===== config.mk =====
export PLATFORM = sky130hd
export DESIGN_NAME = gmii_rx_parser
export DESIGN_NICKNAME = d
export VERILOG_FILES = /design/src/rtl/gmii_pkg.sv /design/src/rtl/crc32_d8.sv /design/src/rtl/gmii_rx_parser.sv
export SDC_FILE = /design/constraint.sdc
export NUM_CORES = 1
export LEC_CHECK = 0
export BUFFER_PORTS_ARGS = -buffer_cell sky130_fd_sc_hd__buf_2
export CORE_UTILIZATION = 54
export CTS_CLUSTER_SIZE = 16
export DETAILED_ROUTE_END_ITERATION = 8
export PLACE_DENSITY = 0.75
export SYNTH_ARGS = -nofsm -noshare
export SYNTH_HDL_FRONTEND = slang
export SYNTH_HIERARCHICAL = 1
export SYNTH_SLANG_ARGS = --single-unit

===== constraint.sdc =====
create_clock -name rx_clk -period 14.8 [get_ports rx_clk]
set_clock_uncertainty 0.05 [all_clocks]
set_input_delay 2.22 -clock rx_clk [delete_from_list [all_inputs] [get_ports rx_clk]]
set_output_delay 2.22 -clock rx_clk [all_outputs]
set_load 0.05 [all_outputs]

===== src/rtl/gmii_pkg.sv =====
// Shared GMII definitions: parser FSM states, sub-header type codes,
// preamble/SFD bytes and CRC-32 constants (also used by gmii_tx).
package gmii_pkg;

  typedef enum logic [2:0] {
    ST_IDLE, ST_PRE, ST_HDR, ST_SUB, ST_PAY, ST_FCS, ST_DROP
  } rx_state_t;

  localparam logic [7:0]  TYPE_VIDEO    = 8'h01;
  localparam logic [7:0]  TYPE_AUDIO    = 8'h02;
  localparam logic [7:0]  PREAMBLE      = 8'h55;
  localparam logic [7:0]  SFD           = 8'hD5;

  localparam logic [31:0] CRC_POLY      = 32'h04C11DB7;
  localparam logic [31:0] CRC_POLY_REFL = 32'hEDB88320;
  localparam logic [31:0] CRC_INIT      = 32'hFFFFFFFF;
  // Residue of a good frame, expressed in normal (MSB-first) bit order.
  localparam logic [31:0] CRC_RESIDUE   = 32'hC704DD7B;

  // The CRC register shifts LSB-first; reverse it to compare with CRC_RESIDUE.
  function automatic logic [31:0] bitrev32(input logic [31:0] x);
    for (int i = 0; i < 32; i++) bitrev32[i] = x[31-i];
  endfunction

endpackage


===== src/rtl/crc32_d8.sv =====
// One byte step of the reflected Ethernet CRC-32 (LSB of the byte first).
module crc32_d8
  import gmii_pkg::*;
(
  input  logic [31:0] crc_i,
  input  logic [7:0]  d_i,
  output logic [31:0] crc_o
);

  // Eight serial LFSR steps unrolled into one combinational stage.
  always_comb begin
    logic [31:0] c;
    c = crc_i;
    for (int i = 0; i < 8; i++)
      c = (c[0] ^ d_i[i]) ? ((c >> 1) ^ CRC_POLY_REFL) : (c >> 1);
    crc_o = c;
  end

endmodule


===== src/rtl/gmii_rx_parser.sv =====
// GMII receive parser: strips preamble/MAC header, checks EtherType and
// sub-header, and rebuilds 48-bit video / 12-bit audio FIFO words.
// Optional FCS check is compiled in with `define RX_CRC_CHECK_EN.
module gmii_rx_parser
  import gmii_pkg::*;
#(
  parameter logic [15:0] ETHTYPE   = 16'h88B5,
  parameter logic [10:0] MAX_WORDS = 11'd1280
) (
  input  logic        rx_clk,
  input  logic        sys_rst,
  input  logic        id,
  input  logic [7:0]  rxd,
  input  logic        rx_dv,
  input  logic        rx_er,
  output logic [47:0] vdin,
  output logic        vwr_en,
  input  logic        vfull,
  output logic [11:0] adin,
  output logic        awr_en,
  input  logic        afull,
  output logic        frame_ok,
  output logic        frame_err,
  output logic [15:0] ovf_cnt
);

  rx_state_t   state_q;
  logic [3:0]  cnt_q;       // header / sub-header / FCS byte index, byte-in-word in PAY
  logic [10:0] wcnt_q;      // words completed in this frame
  logic [10:0] nwords_q;    // word count from sub-header
  logic [7:0]  hi_q;        // high byte of EtherType, then of N
  logic        is_video_q;
  logic [39:0] sh_q;        // payload bytes of the word in progress
  logic [47:0] vdin_q;
  logic [11:0] adin_q;
  logic        vpend_q, apend_q;
  logic        ok_q, err_q;
  logic [15:0] ovf_q;
  logic        crc_good;

  wire [10:0] n_in   = {hi_q[2:0], rxd};
  wire        last_b = is_video_q ? (cnt_q == 4'd5) : (cnt_q == 4'd1);

`ifdef RX_CRC_CHECK_EN
  logic [31:0] crc_q, crc_d;

  crc32_d8 u_crc (.crc_i(crc_q), .d_i(rxd), .crc_o(crc_d));

  // CRC runs from the first dst MAC byte through the 4th FCS byte.
  always_ff @(posedge rx_clk or posedge sys_rst) begin
    if (sys_rst) crc_q <= CRC_INIT;
    else if (rx_dv) begin
      if (state_q == ST_PRE && rxd == SFD) crc_q <= CRC_INIT;
      else if (state_q inside {ST_HDR, ST_SUB, ST_PAY} ||
               (state_q == ST_FCS && cnt_q != 4'd4)) crc_q <= crc_d;
    end
  end

  assign crc_good = (bitrev32(crc_q) == CRC_RESIDUE);
`else
  assign crc_good = 1'b1;
`endif

  // Frame FSM with registered word data, write pending flags and status pulses.
  always_ff @(posedge rx_clk or posedge sys_rst) begin
    if (sys_rst) begin
      state_q    <= ST_IDLE;
      cnt_q      <= '0;
      wcnt_q     <= '0;
      nwords_q   <= '0;
      hi_q       <= '0;
      is_video_q <= 1'b0;
      sh_q       <= '0;
      vdin_q     <= '0;
      adin_q     <= '0;
      vpend_q    <= 1'b0;
      apend_q    <= 1'b0;
      ok_q       <= 1'b0;
      err_q      <= 1'b0;
      ovf_q      <= '0;
    end else begin
      ok_q    <= 1'b0;
      err_q   <= 1'b0;
      vpend_q <= 1'b0;
      apend_q <= 1'b0;
      // A pending word that met a full FIFO is lost; parsing goes on.
      if (((vpend_q && vfull) || (apend_q && afull)) && ovf_q != 16'hFFFF)
        ovf_q <= ovf_q + 16'd1;

      case (state_q)
        ST_IDLE: if (rx_dv && rxd == PREAMBLE) state_q <= ST_PRE;
        default: begin
          if (!rx_dv) begin
            // End of carrier: only a fully counted FCS is a good frame.
            state_q <= ST_IDLE;
            if (state_q == ST_FCS && cnt_q == 4'd4 && crc_good) ok_q  <= 1'b1;
            else                                                err_q <= 1'b1;
          end else if (rx_er) begin
            state_q <= ST_DROP;
          end else begin
            case (state_q)
              ST_PRE: begin
                if (rxd == SFD) begin
                  state_q <= ST_HDR;
                  cnt_q   <= '0;
                end else if (rxd != PREAMBLE) state_q <= ST_DROP;
              end
              ST_HDR: begin
                cnt_q <= cnt_q + 4'd1;
                if (cnt_q == 4'd12) hi_q <= rxd;
                if (cnt_q == 4'd13) begin
                  cnt_q   <= '0;
                  state_q <= ({hi_q, rxd} == ETHTYPE) ? ST_SUB : ST_DROP;
                end
              end
              ST_SUB: begin
                cnt_q <= cnt_q + 4'd1;
                case (cnt_q)
                  4'd0: if (rxd != {7'b0, id}) state_q <= ST_DROP;
                  4'd1: begin
                    if (rxd == TYPE_VIDEO)      is_video_q <= 1'b1;
                    else if (rxd == TYPE_AUDIO) is_video_q <= 1'b0;
                    else                        state_q    <= ST_DROP;
                  end
                  4'd2: hi_q <= rxd;
                  default: begin
                    cnt_q    <= '0;
                    wcnt_q   <= '0;
                    nwords_q <= n_in;
                    if (n_in > MAX_WORDS) state_q <= ST_DROP;
                    else if (n_in == '0)  state_q <= ST_FCS;
                    else                  state_q <= ST_PAY;
                  end
                endcase
              end
              ST_PAY: begin
                sh_q <= {sh_q[31:0], rxd};
                if (last_b) begin
                  cnt_q  <= '0;
                  wcnt_q <= wcnt_q + 11'd1;
                  if (is_video_q) begin
                    vdin_q  <= {sh_q, rxd};
                    vpend_q <= 1'b1;
                  end else begin
                    adin_q  <= {sh_q[3:0], rxd};
                    apend_q <= 1'b1;
                  end
                  if (wcnt_q + 11'd1 == nwords_q) state_q <= ST_FCS;
                end else begin
                  cnt_q <= cnt_q + 4'd1;
                end
              end
              // Bytes beyond the 4th FCS byte are ignored.
              ST_FCS: if (cnt_q != 4'd4) cnt_q <= cnt_q + 4'd1;
              default: ;
            endcase
          end
        end
      endcase
    end
  end

  assign vdin      = vdin_q;
  assign vwr_en    = vpend_q & ~vfull;
  assign adin      = adin_q;
  assign awr_en    = apend_q & ~afull;
  assign frame_ok  = ok_q;
  assign frame_err = err_q;
  assign ovf_cnt   = ovf_q;

endmodule


======== Word level (Yosys, flattened, before mapping) ========
Cells that the tools add are included.
word-level totals
  output and inout bits ................... 80
  bits of input ports ..................... 15
  flip-flop bits (word level) ............. 158
operators by class
  reduce and logical (&&, ||, !) cells .... 23
  magnitude comparators ................... 1
  add/sub/neg operators ................... 3
  bitwise logic cells ..................... 8
  muxes and demuxes ....................... 50
  eq/ne operators ......................... 37
operators with widths
  cell                     number
  $mux W3                  13
  $reduce_and A6 Y1        6
  $ne A6 B6 Y1 const B     4
  $mux W1                  22
  $mux W11                 2
  $pmux W11 S2             1
  $mux W4                  5
  $ne A5 B5 Y1 const B     4
  $pmux W4 S5              1
  $add A16 B1 Y16 const B  1
  $eq A16 B16 Y1 const B   1
  $mux W8                  2
  $ne A16 B16 Y1 const B   1
  $pmux W8 S2              1
  $ne A2 B2 Y1 const B     6
  $pmux W3 S4              1
  $add A11 B1 Y11 const B  1
  $eq A11 B11 Y1           1
  $gt A11 B11 Y1 const B   1
  $logic_not A11 Y1        1
  $reduce_and A10 Y1       1
  $pmux W3 S3              1
  $eq A4 B3 Y1 const B     2
  $eq A4 B4 Y1 const B     2
  27 further kinds         41

======== Logic depth before layout (Yosys ltp) ========
Gate-level depths: netlist of the first run.
  depth after elaboration ................. 8
  mapped depth ............................ 10
  depth with buffers taken out ............ 9

======== Worst setup path after synthesis of the first run ========
OpenSTA, ideal clock, no wires.
  kind .................................... input to output
  start point ............................. in afull
  end point ............................... out awr_en
  buffers on the path ..................... 0
  arrival time ............................ 2.909 ns
  path slack .............................. 9.621 ns
  data required time ...................... 12.530 ns
  stages on the path ...................... 1
  cells stage by stage .................... nor2b_1
between the ends
  longest elaborated chain between the ends .. 2
RTL lines
  what             line                   RTL
  start, declared  gmii_rx_parser.sv:21   input logic afull,
  $not A1 Y1       gmii_rx_parser.sv:166  assign awr_en = apend_q & ~afull;
  $and A1 B1 Y1    gmii_rx_parser.sv:166
  end, declared    gmii_rx_parser.sv:20   output logic awr_en,
No other way between the ends.

======== Final worst setup path of the first run ========
  start point ............................. in vfull
  end point ............................... out vwr_en
between the ends
  longest elaborated chain between the ends .. 2
RTL lines
  what             line                   RTL
  start, declared  gmii_rx_parser.sv:18   input logic vfull,
  $not A1 Y1       gmii_rx_parser.sv:164  assign vwr_en = vpend_q & ~vfull;
  $and A1 B1 Y1    gmii_rx_parser.sv:164
  end, declared    gmii_rx_parser.sv:17   output logic vwr_en,
No other way between the ends.

==> results.rst, run 1 <==
.. list-table::
   :header-rows: 1

   * - Metric
     - Value
   * - Most numerous cell in the Yosys netlist
     - nand2_1
   * - Worst max-slew margin expressed relative to the limit
     - 0.385
   * - Standby leakage power
     - between 4 and 5 nW
   * - Setup Buffers After CTS
     - 0
   * - Residual overflow from global routing
     - 0
   * - Core region area
     - around 13,000 um^2
   * - Via count
     - between 5,000 and 6,000
   * - Most frequent cells after synthesis
     - 292 x nand2_1, 158 x dfrtp_1, 32 x mux2_2
   * - GRT Total Usage
     - 0.249
   * - Average routed wire per standard cell
     - 15.8 um
   * - Count of TritonRoute iterations in the first routing pass
     - 5
   * - Final period util
     - 0.336
   * - Routed wire length
     - about 16 mm
   * - Clock latency on the worst-skew pair
     - around 420 ps
   * - Post-CTS Resized
     - 0
   * - Layer with the highest usage after global routing
     - met2
   * - Clock input transition at the sequential cells of the worst setup and hold paths
     - 60 ps
   * - Die Wd
     - 117 um
   * - Number of nets produced by synthesis
     - 767
   * - Clk buf depth
     - 2
   * - Number of cells on the worst hold path
     - 2
   * - Flip-flop cell with the highest count after synthesis
     - dfrtp_1
   * - Vias in the first global route
     - 5,322
   * - Switching Share
     - 0.328
   * - Fin cells
     - roughly 1,000
   * - Routing usage on met3
     - 0.0484
   * - Final hold slack
     - 420 ps
   * - Net switching power
     - around 0.43 mW
   * - Synthesized instance count
     - ~750
   * - Combinational share of power
     - 0.217
   * - Fraction of the yosys area taken by sequential cells
     - 0.554
   * - Async set-reset flop share out of synthesis
     - 1.00
   * - Die Span Y
     - roughly 120 um
   * - Reg-to-reg critical path startpoint
     - state_q[2]$_DFFE_PP0P_
   * - Share of total power in sequential cells
     - 0.445
   * - Synth Cell Area
     - approximately 7100 um^2
   * - Final cell utilization of the core
     - 0.648
   * - Start point of the critical path
     - vfull
   * - Final net count
     - 848
   * - Number of buffers created by CTS
     - 17
   * - Number of enable-type register cells in the synthesized netlist
     - 0
   * - Count of different cell masters after synthesis
     - between 60 and 70
   * - I/O pin count
     - 95
   * - Hold Vio Cnt, Final
     - 0
   * - CTS tree
     - yes
   * - Required time of the worst setup path
     - around 13,000 ps
   * - Cell at the root of the clock tree
     - clkbuf_16
   * - Starting density of the core
     - 0.558
   * - Endpoint arrival time on the critical path
     - around 2700 ps
   * - Worst Reg2Reg Path Length in Cells
     - 8
   * - Post-detailed-route count of antenna-violating nets
     - 0
   * - Row count
     - 41
   * - Critical path start-end classification
     - input port to primary output
   * - Clock share of power
     - 0.338
   * - Total power density per cell area
     - 159 nW/um^2
   * - Class of the most critical hold timing path
     - flop to flop
   * - Run status
     - completed
   * - Top post-synthesis cells by area
     - dfrtp_1 55%, nand2_1 15%, mux2_2 5.1%
   * - Detail-routed via count per cell
     - ~5.6
   * - Unrepaired setup endpoints after global routing
     - false
   * - Max Cap Violations
     - 0
   * - Achievable clock frequency
     - roughly 0.20 GHz
   * - Synth Warn #
     - 6
   * - Level count of the clock H-tree
     - 4
   * - Setup-violating endpoint count in the final report
     - 0
   * - Number of port buffers
     - 94
   * - Internal
     - around 0.88 mW
   * - Worst Setup Start Kind
     - input port
   * - Number of clock sinks
     - 158
   * - Layout Area Growth over Synthesis
     - 16.1%
   * - First-iteration detailed-routing DRC count
     - about 430
   * - Global-route wire length before repair
     - ~26 mm
   * - Max Transition Viols Final
     - 0
   * - Setup slack of the most critical reg-to-reg path
     - 11,590 ps
   * - Critical path peak fanout
     - 2
   * - Cts-stage hold buffer count
     - 0
   * - Shortest clock period the worst path allows after layout
     - 4970 ps
   * - Die Area
     - between 10,000 and 15,000 um^2
   * - Total negative setup slack
     - 0 ps
   * - Final GP Congestion
     - 0.905
   * - CP Capture Type
     - primary output
   * - Total power
     - about 1.3 mW
   * - Transition at the pin with the smallest max-transition slack
     - between 900 and 1000 ps
   * - Yosys reg bits
     - 158
   * - Post-route DRC
     - 0
   * - Synthesized area divided by synthesized cell count
     - 9.56 um^2
   * - Number of antenna cells inserted
     - 0
   * - Worst vdd ir
     - roughly 0.15 mV
   * - Fraction of synthesized cell area taken by the top area cell type
     - 0.554
   * - Antenna violations before repair
     - 0
   * - Synth area leader
     - dfrtp_1
   * - Met2 track demand over resource
     - 0.399
   * - Worst hold start
     - vdin[18]$_DFFE_PP0P_
   * - HPWL after detailed placement
     - approximately 11 mm
   * - Pin count of the biggest net entering global routing
     - approximately 110
   * - Fraction of final layout cells with drive strength greater than 1
     - 0.217
   * - Placed Cells incl. Taps
     - ~1,000
   * - Fraction of met1 tracks used by global routing
     - 0.343
## per-stage QoR
stage | worst slack, ps | area (um^2)
3_3_place_gp | 9850 | 7670
4_1_cts | 9830 | 8280
5_1_grt | 9800 | 8280
3_5_place_dp | 9750 | 7670
6_report | 9830 | 8280
2_1_floorplan | 8270 | 7130
## flip-flops by register name (all words and copies together) (netlist names)
register    flops
frame_ok        1
nwords_q       11
frame_err       1
sh_q           40
wcnt_q         11
ovf_cnt        16
apend_q         1
adin           12
cnt_q           4
state_q         3
vpend_q         1
hi_q            8
is_video_q      1
vdin           48
## worst max-delay path: stages
cell and delay, ps:
buf_2 110, nor2b_1 100, buf_2 270
## cell usage in the layout, fill, tap and decap left out, types with 5 or more instances in the layout
cell,count
nand2_1,291
dfrtp_1,158
buf_2,94
mux2_2,32
nor2_1,25
o21ai_0,22
nand3_1,20
xnor2_1,18
clkbuf_16,17
nor2b_1,9
xor2_1,9
a21oi_1,9
o31ai_1,8
nor3_1,8
inv_1,7
and3_1,6
a31oi_1,6
ha_1,6
nand4_1,5
nor4_1,5
inv_6,5
## logic make-up (layout without fill, tap and decap cells)
family	Yosys count	in the layout	share of synthesized area
simple gates	410	410	0.256
mux	34	34	0.0542
flops	158	158	0.554
xor+xnor	27	27	0.0332
compound gates	65	65	0.0611
buf+inv	46	139	0.0305
fa+ha+maj	6	6	0.0105
## power by group through the flow
stage,logic (mW),clock network [mW],registers [mW]
finish,0.285,0.445,0.586
global route,0.315,0.469,0.595
CTS,0.286,0.451,0.584
detailed placement,0.284,0,0.590
global placement,0.274,0,0.586
floorplan,0.185,0,0.611
## worst paths after layout
path	to
min in group asynchronous	vpend_q$_DFF_PP0_
setup reg to reg	vdin[15]$_DFFE_PP0P_
setup / recovery	vwr_en
max in group asynchronous	sh_q[31]$_DFFE_PP0P_
hold / removal	vdin[18]$_DFFE_PP0P_
hold reg to reg	vdin[18]$_DFFE_PP0P_
## cell type report
| cell class | count | area [um^2] |
|---|---|---|
| clock inverter | 12 | 159 |
| clock buffer | 19 | 443 |
| multi-input combinational | 542 | 2960 |
| inverter | 10 | 42.5 |
| timing repair buffer | 98 | 500 |
| fill | 987 | 4500 |
| tap | 172 | 215 |
| sequential | 158 | 3950 |
## routing by layer
layer  up-vias  wire length [um]
met1      2802              7290
met5         -                 0
met3        20               859
li1       2639                 -
met2       187              7650
met4         0               211
No activity file was read; power rests on OpenSTA's default activity.
==> run 2: changes to the inputs <==
- clock period: 14.8 -> 4.9 ns (I/O delays scaled with it)
==> results.rst, run 2 (synthesis results as in run 1) <==
.. list-table::
   :header-rows: 1

   * - Metric
     - Value
   * - Routed wire length
     - roughly 16 mm
   * - Standby leakage power
     - roughly 4.4 nW
   * - Number of port buffers
     - 94
   * - Transition at the pin with the smallest max-transition slack
     - a little over 800 ps
   * - Fill cell instance count of the final layout
     - 998
   * - Cell at the root of the clock tree
     - clkbuf_16
   * - Residual overflow from global routing
     - 0
   * - I/O pin count
     - between 90 and 100
   * - Final period util
     - 0.655
   * - Clk buf depth
     - 2
   * - Row count
     - just over 40
   * - Hold Vio Cnt, Final
     - 0
   * - Run status
     - completed
   * - Number of buffers created by CTS
     - 17
   * - Class of the most critical hold timing path
     - flop to flop
   * - Die Wd
     - ~120 um
   * - Worst min-delay path endpoint
     - vdin[12]$_DFFE_PP0P_
   * - Worst vdd ir
     - 0.402 mV
   * - Count of TritonRoute iterations in the first routing pass
     - 6
   * - Post-detailed-route count of antenna-violating nets
     - 0
   * - Worst hold start
     - vdin[12]$_DFFE_PP0P_
   * - Required time of the worst setup path
     - approximately 5200 ps
   * - Post-route DRC
     - 0
   * - Fraction of final layout cells with drive strength greater than 1
     - 0.215
   * - GRT Total Usage
     - 0.250
   * - Unrepaired setup endpoints after global routing
     - false
   * - Antenna violations before repair
     - 0
   * - HPWL after detailed placement
     - between 10 and 15 mm
   * - Critical path peak fanout
     - between 40 and 50
   * - Die Span Y
     - around 120 um
   * - CTS tree
     - yes
   * - Max Cap Violations
     - 0
   * - Total negative setup slack
     - 0 ps
   * - Endpoint arrival time on the critical path
     - approximately 3500 ps
   * - Starting density of the core
     - 0.558
   * - Commonest cells after routing, fill and taps aside
     - 291 x nand2_1, 158 x dfrtp_1, 94 x buf_2, 32 x mux2_2, 25 x nor2_1
   * - Final standard cell area without fillers
     - between 8000 and 9000 um^2
   * - Final GP Congestion
     - ~0.90
   * - Level count of the clock H-tree
     - 4
   * - Clock latency on the worst-skew pair
     - roughly 430 ps
   * - Pin count of the biggest net entering global routing
     - 159
   * - Reg-to-reg critical path startpoint
     - state_q[0]$_DFFE_PP0P_
   * - Worst Reg2Reg Path Length in Cells
     - 7
   * - Number of clock sinks
     - 158
   * - Setup-violating endpoint count in the final report
     - 0
   * - Core region area
     - ~13,000 um^2
   * - Max FFs per register
     - 48
   * - Shortest clock period the worst path allows after layout
     - 3210 ps
   * - Post-detailed-placement cell area
     - 7690 um^2
   * - Worst Setup Start Kind
     - flop
   * - Worst max-slew margin expressed relative to the limit
     - 0.458
   * - Achievable clock frequency
     - between 0.3 and 0.4 GHz
   * - Post-CTS Resized
     - 0
   * - Setup Buffers After CTS
     - 0
   * - Vias in the first global route
     - roughly 5,300
   * - Cts-stage hold buffer count
     - 0
   * - Reg2Reg Capture Point
     - adin[7]$_DFFE_PP0P_
   * - Average routed wire per standard cell
     - between 15 and 20 um
   * - Number of cells on the worst hold path
     - 2
   * - Max Transition Viols Final
     - 0
   * - Layout Area Growth over Synthesis
     - 15.8%
   * - Setup slack of the most critical reg-to-reg path
     - roughly 1700 ps
   * - Clock input transition at the sequential cells of the worst setup and hold paths
     - ~60 ps
   * - Die Area
     - approximately 14,000 um^2
   * - Global-route wire length before repair
     - between 20 and 30 mm
   * - CP Capture Type
     - flop
   * - Commonest non-fill, non-tap cell in the layout
     - nand2_1
   * - Number of antenna cells inserted
     - 0
   * - Fin cells
     - between 1,000 and 1,500
   * - Placed Cells incl. Taps
     - between 900 and 1,000
   * - Detail-routed via count per cell
     - about 5.5
   * - Final net count
     - about 850
   * - Critical path start-end classification
     - flop to flop
   * - Via count
     - between 5,000 and 6,000
   * - Total power density per cell area
     - around 470 nW/um^2
   * - First-iteration detailed-routing DRC count
     - about 380
==> run 2: stage by stage <==
stage	utilization	power, mW	hold slack, ps	setup slack (ps)
2_1_floorplan	-	2.40	389	2110
3_3_place_gp	0.602	2.61	406	1810
3_5_place_dp	0.602	2.65	407	1710
4_1_cts	0.647	3.93	423	1720
5_1_grt	0.647	4.10	444	1490
6_report	0.647	3.92	420	1690
==> run 2: power breakdown <==
| group | leakage (nW) | total [mW] | switching (mW) | internal (mW) |
|---|---|---|---|---|
| Combinational | 1.99 | 0.871 | 0.550 | 0.321 |
| Clock | 0.269 | 1.28 | 0.520 | 0.760 |
| Sequential | 2.15 | 1.77 | 0.234 | 1.54 |
==> run 2: area by class of cell <==
class,count,area [um^2],area share
Clock inverter,10,115,0.0139
Sequential cell,158,3950,0.479
Tap cell,172,215,0.0261
Clock buffer,21,450,0.0545
Multi-Input combinational cell,542,2960,0.359
Inverter,10,41.3,0.00500
Timing Repair Buffer,99,520,0.0630
==> run 2: how the worst max path moves through the flow <==
stage,startpoint,to,slack (ps)
floorplan,sys_rst,adin[0]$_DFFE_PP0P_,2110
global placement,rx_dv,vdin[40]$_DFFE_PP0P_,1810
detailed placement,rx_dv,vdin[12]$_DFFE_PP0P_,1710
CTS,state_q[0]$_DFFE_PP0P_,adin[7]$_DFFE_PP0P_,1720
global route,state_q[0]$_DFFE_PP0P_,adin[7]$_DFFE_PP0P_,1490
finish,state_q[0]$_DFFE_PP0P_,adin[7]$_DFFE_PP0P_,1690
==> run 2: per-layer routing <==
| layer | share of wire | global-route usage | wire, um |
|---|---|---|---|
| met1 | 0.46 | 0.348 | 7390 |
| met2 | 0.47 | 0.394 | 7540 |
| met3 | 0.047 | 0.0453 | 751 |
| met4 | 0.017 | 0.0979 | 269 |
| met5 | 0 | 0 | 0 |
==> run 2: critical path, cell delays in order, from the launching register on <==
cell     delay (ps)
dfrtp_1         520
nor2_2          240
nand2_1         370
nor2_2          200
buf_4           400
nand2_2         250
nor2_2          630
mux2_2          420
==> run 3: changes to the inputs <==
- clock period: 4.9 -> 3.1 ns (I/O delays scaled with it)
==> results.rst, run 3 (synthesis results as in run 1) <==
.. list-table::
   :header-rows: 1

   * - Metric
     - Value
   * - Run status
     - completed
   * - Critical path start-end classification
     - flop to flop
   * - Post-detailed-route count of antenna-violating nets
     - 0
   * - Setup Buffers After CTS
     - 0
   * - Endpoint arrival time on the critical path
     - between 2000 and 3000 ps
   * - Global-route wire length before repair
     - about 25 mm
   * - HPWL after detailed placement
     - ~11 mm
   * - Total negative setup slack
     - 0 ps
   * - Level count of the clock H-tree
     - 4
   * - Achievable clock frequency
     - 0.413 GHz
   * - Die Span Y
     - 117 um
   * - Cts-stage hold buffer count
     - 0
   * - Count of TritonRoute iterations in the first routing pass
     - 5
   * - Final standard cell area without fillers
     - ~8400 um^2
   * - Residual overflow from global routing
     - 0
   * - Detail-routed via count per cell
     - roughly 5.5
   * - Fraction of final layout cells with drive strength greater than 1
     - 0.223
   * - Routed wire length
     - roughly 16 mm
   * - Antenna violations before repair
     - 0
   * - Clock latency on the worst-skew pair
     - between 400 and 500 ps
   * - Via count
     - about 5,600
   * - Average routed wire per standard cell
     - roughly 16 um
   * - Final period util
     - 0.780
   * - Start point of the critical path
     - wcnt_q[0]$_DFFE_PP0P_
   * - Worst vdd ir
     - 0.718 mV
   * - Number of port buffers
     - 94
   * - Max FFs per register
     - 48
   * - Cell at the root of the clock tree
     - clkbuf_16
   * - Final net count
     - 854
   * - Pin count of the biggest net entering global routing
     - just under 60
   * - Clk buf depth
     - 2
   * - Unrepaired setup endpoints after global routing
     - false
   * - Max Cap Violations
     - 0
   * - Commonest non-fill, non-tap cell in the layout
     - nand2_1
   * - Number of clock sinks
     - 158
   * - Standby leakage power
     - between 4 and 5 nW
   * - I/O pin count
     - 95
   * - Required time of the worst setup path
     - between 3000 and 4000 ps
   * - Class of the most critical hold timing path
     - input port to async pin
   * - Core region area
     - roughly 13,000 um^2
   * - Post-route DRC
     - 0
   * - Clock input transition at the sequential cells of the worst setup and hold paths
     - 60 ps
   * - Layout Area Growth over Synthesis
     - 17.1%
   * - Reg-to-reg critical path startpoint
     - wcnt_q[0]$_DFFE_PP0P_
   * - CP Capture Type
     - flop
   * - Fill cell instance count of the final layout
     - between 1,000 and 1,500
   * - Final GP Congestion
     - about 0.90
   * - Post-detailed-placement cell area
     - 7760 um^2
   * - Starting density of the core
     - 0.558
   * - GRT Total Usage
     - 0.246
   * - Total power
     - between 6 and 7 mW
   * - Row count
     - ~40
   * - Max Transition Viols Final
     - 0
   * - Post-CTS Resized
     - 0
   * - Die Area
     - approximately 14,000 um^2
   * - Number of buffers created by CTS
     - 17
   * - Hold Vio Cnt, Final
     - 0
   * - Critical path peak fanout
     - 7
   * - Commonest cells after routing, fill and taps aside
     - 291 x nand2_1, 158 x dfrtp_1, 94 x buf_2, 32 x mux2_2, 25 x nor2_1
   * - Number of antenna cells inserted
     - 0
   * - Final hold slack
     - around 200 ps
   * - Die Wd
     - around 120 um
   * - CTS tree
     - yes
   * - Worst max-slew margin expressed relative to the limit
     - 0.370
   * - Setup-violating endpoint count in the final report
     - 0
   * - Total power density per cell area
     - 747 nW/um^2
   * - Worst Setup Start Kind
     - flop
   * - Vias in the first global route
     - approximately 5,200
   * - Transition at the pin with the smallest max-transition slack
     - roughly 940 ps
   * - First-iteration detailed-routing DRC count
     - 422
   * - Shortest clock period the worst path allows after layout
     - around 2400 ps
run 3: cell types whose count changed in the layout (fill, tap and decap cells not counted), sizes merged:
cell    delta
clkinv     -1
inv        +4
clkbuf     -2
buf        +5
run 3: per-stage QoR:
stage | setup WS (ps) | util | std cells
global route | 533 | 0.654 | 1018
CTS | 699 | 0.654 | 1018
finish | 681 | 0.654 | 1018
detailed placement | 712 | 0.607 | 986
global placement | 762 | 0.607 | 986
floorplan | 584 | - | 746
run 3: power breakdown:
group / total, mW / internal, mW / switching [mW] / leakage, nW
Combinational: 1.37 / 0.514 / 0.860 / 2.02
Sequential: 2.78 / 2.43 / 0.356 / 2.15
Clock: 2.08 / 1.23 / 0.856 / 0.284
Total: 6.24 / 4.17 / 2.07 / 4.46
run 3: final timing paths:
check / depth (start not counted) / slack (ps) / endpoint
max: 8 / 680 / state_q[2]$_DFFE_PP0P_
min: 2 / 200 / vdin[32]$_DFFE_PP0P_
max reg2reg: 8 / 680 / state_q[2]$_DFFE_PP0P_
min reg2reg: 2 / 420 / vdin[36]$_DFFE_PP0P_
max in group asynchronous: 3 / 2040 / vdin[3]$_DFFE_PP0P_
min in group rx_clk: 2 / 240 / frame_ok$_DFF_PP0_
run 3: area by class of cell:
type                       count  area [um^2]  share of cell area
tap                          172          215              0.0258
sequential                   158         3950               0.473
multi-input combinational    542         2960               0.355
inverter                      10         41.3             0.00494
clock buffer                  19          443              0.0530
timing repair buffer         104          583              0.0698
clock inverter                13          154              0.0184
run 3: per-layer routing:
layer	vias to the layer above	wire length [um]	global-route usage
met5	-	0	0
met2	173	7390	0.376
li1	2650	-	-
met3	23	841	0.0597
met4	0	216	0.0970
met1	2776	7420	0.341
run 3: critical path: stages (launching register included):
cell and delay [ps]:
dfrtp_1 450, ha_1 320, and3_4 240, and3_1 190
a211o_1 260, a31oi_1 260, o21ai_2 110, nor2b_4 130
mux2_4 300
